$ cat config.mk
export PLATFORM = sky130hd
export DESIGN_NAME = spi_talker
export DESIGN_NICKNAME = d
export VERILOG_FILES = /design/src/rtl/spi_talker.sv
export SDC_FILE = /design/constraint.sdc
export NUM_CORES = 1
export LEC_CHECK = 0
export ABC_AREA = 0
export ABC_CLOCK_PERIOD_IN_PS = 1900
export CORE_ASPECT_RATIO = 0.7
export CORE_MARGIN = 5
export CORE_UTILIZATION = 50
export CTS_CLUSTER_SIZE = 24
export DETAILED_ROUTE_END_ITERATION = 6
export HOLD_SLACK_MARGIN = 0.15
export PLACE_DENSITY = 0.78
export SYNTH_ARGS = -nofsm -noshare
export SYNTH_HDL_FRONTEND = slang
export SYNTH_SLANG_ARGS = --single-unit
$ cat constraint.sdc
create_clock -name clk -period 1.9 [get_ports clk]
set_input_delay 0.285 -clock clk [delete_from_list [all_inputs] [get_ports clk]]
set_output_delay 0.285 -clock clk [all_outputs]
set_load 0.05 [all_outputs]
$ cat src/rtl/spi_talker.sv
// Transmit framer feeding 24-bit words, MSB byte first, to the SPI slave shifter.
// Define SPI_TALKER_FIFO_EN to replace the single holding register with a frame FIFO.
module spi_talker #(
   parameter logic [7:0] first_byte = 8'h20,
   parameter logic [7:0] IDLE_BYTE  = 8'h00,
   parameter int         FIFO_DEPTH = 4
) (
   input  logic        clk,
   input  logic        rst_n,
   input  logic [23:0] tx_data,
   input  logic        tx_valid,
   output logic        tx_ready,
   input  logic        spi_slave_tx_req,
   output logic [7:0]  spi_slave_tx_byte,
   output logic        spi_slave_tx_load,
   output logic        frame_done
);

   typedef enum logic [1:0] {IDLE, SENT0, SENT1} state_t;

   state_t      state;
   logic [23:0] shift_reg;
   logic [23:0] framed;
   logic [23:0] buf_head;
   logic        buf_empty;
   logic        full_next;
   logic        push;
   logic        pop;

   // The header bits are forced on entry so the far-end listener can find frame boundaries.
   assign framed = {first_byte[7:5], tx_data[20:0]};
   assign push   = tx_valid && tx_ready;
   assign pop    = spi_slave_tx_req && (state == IDLE) && !buf_empty;

`ifdef SPI_TALKER_FIFO_EN
   localparam int AW = $clog2(FIFO_DEPTH);
   localparam logic [AW:0] PTR_ONE = 1;

   logic [23:0] mem [FIFO_DEPTH];
   logic [AW:0] wr_ptr;
   logic [AW:0] rd_ptr;
   logic [AW:0] wr_next;
   logic [AW:0] rd_next;

   assign wr_next   = push ? wr_ptr + PTR_ONE : wr_ptr;
   assign rd_next   = pop  ? rd_ptr + PTR_ONE : rd_ptr;
   assign buf_empty = (wr_ptr == rd_ptr);
   assign buf_head  = mem[rd_ptr[AW-1:0]];
   assign full_next = (wr_next[AW] != rd_next[AW]) &&
                      (wr_next[AW-1:0] == rd_next[AW-1:0]);

   always_ff @(posedge clk) begin
      if (push) mem[wr_ptr[AW-1:0]] <= framed;
   end

   always_ff @(posedge clk or negedge rst_n) begin
      if (!rst_n) begin
         wr_ptr <= '0;
         rd_ptr <= '0;
      end else begin
         wr_ptr <= wr_next;
         rd_ptr <= rd_next;
      end
   end
`else
   logic        hold_valid;
   logic [23:0] hold_data;

   assign buf_empty = !hold_valid;
   assign buf_head  = hold_data;
   assign full_next = push ? 1'b1 : (pop ? 1'b0 : hold_valid);

   always_ff @(posedge clk or negedge rst_n) begin
      if (!rst_n) begin
         hold_valid <= 1'b0;
         hold_data  <= '0;
      end else begin
         hold_valid <= full_next;
         if (push) hold_data <= framed;
      end
   end
`endif

   // Ready tracks next-cycle occupancy, so a pop never frees room for a same-cycle push.
   always_ff @(posedge clk or negedge rst_n) begin
      if (!rst_n) tx_ready <= 1'b0;
      else        tx_ready <= !full_next;
   end

   always_ff @(posedge clk or negedge rst_n) begin
      if (!rst_n) begin
         state             <= IDLE;
         shift_reg         <= '0;
         spi_slave_tx_byte <= IDLE_BYTE;
         spi_slave_tx_load <= 1'b0;
         frame_done        <= 1'b0;
      end else begin
         spi_slave_tx_load <= 1'b0;
         frame_done        <= 1'b0;
         if (spi_slave_tx_req) begin
            spi_slave_tx_load <= 1'b1;
            case (state)
               IDLE: begin
                  if (pop) begin
                     shift_reg         <= buf_head;
                     spi_slave_tx_byte <= buf_head[23:16];
                     state             <= SENT0;
                  end else begin
                     spi_slave_tx_byte <= IDLE_BYTE;
                  end
               end
               SENT0: begin
                  spi_slave_tx_byte <= shift_reg[15:8];
                  state             <= SENT1;
               end
               SENT1: begin
                  spi_slave_tx_byte <= shift_reg[7:0];
                  frame_done        <= 1'b1;
                  state             <= IDLE;
               end
               default: begin
                  spi_slave_tx_byte <= IDLE_BYTE;
                  state             <= IDLE;
               end
            endcase
         end
      end
   end

endmodule

# Yosys cells after proc, flatten, opt, wreduce, memory -nomap -nowiden
# Index checks and enable logic that the tools add are counted.
dict set report classes {
  n_eq_ne 3
  muxes 9
  reduce_logical 7
}
# operator n
set op_table {}
lappend op_table {{$pmux 8 s3} 1}
lappend op_table {{$mux 6} 1}
lappend op_table {{$mux 1} 5}
lappend op_table {{$pmux 2 s2} 1}
lappend op_table {{$logic_and 1x1->1} 3}
lappend op_table {{$reduce_and 3->1} 1}
lappend op_table {{$eq 2x1->1 const B} 1}
lappend op_table {{$eq 2x2->1 const B} 1}
lappend op_table {{$logic_not 2->1} 1}
lappend op_table {{$mux 2} 1}
lappend op_table {{$ne 2x2->1 const B} 1}
lappend op_table {{$reduce_and 2->1} 1}
lappend op_table {{$logic_not 1->1} 1}
dict set report totals {
  ff_bits 52
  in_bits 28
}

# Depth between registers and ports, before layout
dict set report depth {
  ltp_word 6
  ltp_mapped 4
}

# Worst setup path before layout
# OpenSTA, ideal clock, no wires.
dict set report synth_timing {
  path_kind {reg-to-reg}
  startpoint {register tx_ready}
  endpoint {register hold_data[0] (netlist: buf_head[0])}
  setup_time_ns 0.125
  t_arrival_ns 1.352
  t_required_ns 1.775
  path_slack_ns 0.423
  path_stages_with_launch 4
  path_cell_list {dfrtp_1 nand2_1 buf_2 mux2_2}
}
dict set report synth_via {
  elab_chain_len 1
}
# element line
set synth_rtl {}
lappend synth_rtl {{from (decl)} 12} ;# output logic tx_ready,
lappend synth_rtl {{from (signal assigned)} 87} ;# else tx_ready <= !full_next;
lappend synth_rtl {{$logic_and 1x1->1} 32} ;# assign push = tx_valid && tx_ready;
lappend synth_rtl {{to (signal assigned)} 79} ;# if (push) hold_data <= framed;
lappend synth_rtl {{to (decl)} 67} ;# logic [23:0] hold_data;
# Every way passes these cells.
# A chain may end at the register's enable or synchronous reset.

# Worst setup path after layout
dict set report layout_timing {
  startpoint {register spi_slave_tx_byte[2]}
  endpoint {output spi_slave_tx_byte[2]}
}
# element line
set layout_lines {}
lappend layout_lines {{from (decl)} 14} ;# output logic [7:0] spi_slave_tx_byte,
lappend layout_lines {{from (signal assigned)} 106} ;# spi_slave_tx_byte <= buf_head[23:16];
lappend layout_lines {{from (signal assigned)} 113} ;# spi_slave_tx_byte <= shift_reg[15:8];
lappend layout_lines {{from (signal assigned)} 117} ;# spi_slave_tx_byte <= shift_reg[7:0];
# No word-level cell between the ends.

==> key figures <==
Outcome
  • Status: complete, no violations

Detailed routing
  • Remaining DRCs: 0
  • Vias/cell: 5.50
  • ANT nets after route: 0
  • Detailed Route WL: 3820 um
  • First-pass DRT Iterations: 4
  • WL per Instance: 17.0 um
  • Initial drt markers: 125
  • Vias: 1237

Pwr
  • Leakage: 1.08 nW
  • Pwr dens: 1690 mW/mm^2
  • Pwr Total: around 4.3 mW
  • Peak VDD IR: 840 uV

Synthesis
  • Syn nets: 158
  • Netlist Area Pre-Place: 0.00200 mm^2
  • Syn_area_per_cell: between 15 and 20 um^2
  • Post-synth top cells: 52 x dfrtp_1, 37 x mux2_2, 6 x a222oi_1, 6 x o2bb2ai_1
  • Synth area leaders: dfrtp_1 65%, mux2_2 21%, a222oi_1 3.0%, o2bb2ai_1 2.6%, nand2_1 0.94%
  • YS warnings: 0
  • Netlist cell types: 20
  • Top_reg_cell synth: dfrtp_1
  • Number of synthesized register bits: 52
  • Count leader, synth: dfrtp_1
  • Sequential share of the synthesized area: approximately two thirds
  • Synthesized instance count: 130
  • Area leader, netlist: dfrtp_1
  • Asr flop ratio synth: 100%
  • Top-area cell type share of the netlist area: 65.2%
  • Number of flops mapped to enable cells by yosys: 0

Worst setup path
  • Worst Setup SP: spi_slave_tx_byte[2]
  • CP arrival: 1.50 ns
  • Cell family with the largest share of critical-path delay: buffers and inverters
  • Reg2Reg Capture Point: shift_reg[4]
  • Worst-case reg-to-reg path depth: 2
  • Worst Path Buf+Inv: 1
  • Worst-path cell chain: clkdlybuf4s50_1
  • CP max stage cell: clkdlybuf4s50_1
  • Worst R2R Setup Slack: between 0.3 and 0.4 ns
  • Worst EP required: ~1.6 ns
  • RR Startpoint: state[0]
  • Worst setup EP type: primary output
  • CP max stage delay: 0.81 ns
  • CP max FO: 2
  • CP startpoint kind: flop
  • Critical path class: flop to primary output

Flow run
  • Max-Cap Viols: 0

Timing
  • Worst Tran Pin Value: 0.505 ns
  • Setup violations, final: 0
  • F_max: 561 MHz
  • Headroom to the max-slew limit: 66.2%
  • Final Skew: about 0.0042 ns
  • Max Slew Vio Count: 0
  • Hold Vio Cnt, Final: 0
  • Min Tclk post-route: 1.78 ns
  • RSZ-0062 raised after global routing: false
  • Final worst-path cycle share: 93.8%
  • Final setup TNS: 0 ns

Clocking
  • CTS max path bufs: 2
  • CTS root buf: clkbuf_8
  • Post-CTS Setup Bufs: 0
  • Htree depth: 2
  • Post-CTS sizing: 0
  • Clk_lat worst skew: 0.30 ns
  • Cts bufs inserted: 5
  • CTS tree: built
  • Clk sinks: 52
  • Clk pin slew, worst setup/hold paths: 0.09 ns

Min path
  • Hold Startpoint: buf_head[21]
  • Hold Crit Depth: 1
  • HP Class: flop to flop
  • Worst hold endpoint: buf_head[21]

Cells and area
  • Area delta synth->final: 28.7%
  • Ratio of cells with drive above 1 in the final layout: 30.1%
  • Max reg flops: 22
  • NumNets Final: 200
  • Antenna cells: 0

GRT
  • Antenna violations before repair: 0
  • Vias in the first global route: 1305
  • Pin count of the biggest net entering global routing: 53
  • Gr ovfl total: 0
  • Total Routing Usage GR: between 10% and 20%
  • First-pass GRT wire length: 6530 um

Floorplanning
  • Die area: between 0.005 and 0.006 mm^2
  • Row count: 19
  • Core area: roughly 0.0039 mm^2
  • Die Span X: around 86 um
  • Chip Height: 62.9 um
  • I/O pin cnt: 39
  • Starting Density: 51.2%

Placement
  • Input/output buffers: 35
  • Routability cong.: 0.785
  • DP HPWL: 2630 um
-- placed cells by master (no fill, tap or decap), drive strengths merged, types with 2 or more instances in the layout --
| cell | synthesis | final |
|---|---|---|
| o2bb2ai | 6 | 6 |
| clkbuf | 2 | 7 |
| a221oi | 2 | 2 |
| o21ai | 2 | 2 |
| nor2 | 5 | 5 |
| buf | 4 | 6 |
| a222oi | 6 | 6 |
| mux2 | 37 | 37 |
| dfrtp | 52 | 52 |
| nand2 | 5 | 5 |
| clkdlybuf4s50 | 0 | 34 |
| nand2b | 2 | 2 |
-- cell type report --
type,instances,area (um^2)
clock buffers,7,96.3
clock inverters,1,30.0
fillers,298,1330
inverters,2,7.51
multi-input cells,70,651
flip-flops and latches,52,1300
well taps,52,65.1
repair buffers,41,418
-- cells by family after synthesis --
kind of cell / Yosys count / synth area share [%]
compound gates: 17 / 7.40
buf+inv: 8 / 2.19
flops: 52 / 65.2
mux: 37 / 20.9
simple gates: 16 / 4.33
-- metrics by stage --
step | instance area [um^2] | worst slack (ns) | hold WS [ns] | util (%) | std cells
2_1_floorplan | 2000 | 0.423 | -0.0106 | - | 130
3_3_place_gp | 2430 | 0.145 | 0.288 | 62.4 | 216
3_5_place_dp | 2430 | 0.105 | 0.298 | 62.4 | 216
4_1_cts | 2570 | 0.106 | 0.479 | 65.9 | 225
5_1_grt | 2570 | 0.0723 | 0.513 | 65.9 | 225
6_report | 2570 | 0.118 | 0.484 | 65.9 | 225
-- power breakdown --
group / internal, mW / total, mW / switching (mW)
registers: 1.64 / 1.94 / 0.306
clock network: 0.464 / 0.807 / 0.343
logic: 0.796 / 1.58 / 0.784
-- worst max path at each step --
stage,endpoint,slack [ns],cells past startpoint
2_1_floorplan,buf_head[0],0.42,3
3_3_place_gp,shift_reg[0],0.15,3
3_5_place_dp,shift_reg[4],0.11,3
4_1_cts,spi_slave_tx_byte[0],0.11,1
5_1_grt,spi_slave_tx_byte[1],0.07,1
6_report,spi_slave_tx_byte[2],0.12,1
-- per-layer routing --
metal / up-vias / share of wire (%) / track usage [%]
met2: 30 / 50 / 23.1
li1: 559 / - / -
met3: 3 / 5.8 / 6.19
met4: 0 / 0.97 / 3.56
met5: - / 0 / 0
met1: 645 / 43 / 21.9
-- timing repair --
action | 4_1_cts | 5_1_grt
endpoints found under the hold margin | 52 | 0
endpoints found under the setup margin | 0 | 0
hold buffers | 1 | 0
(Power assumes the default switching activity.)
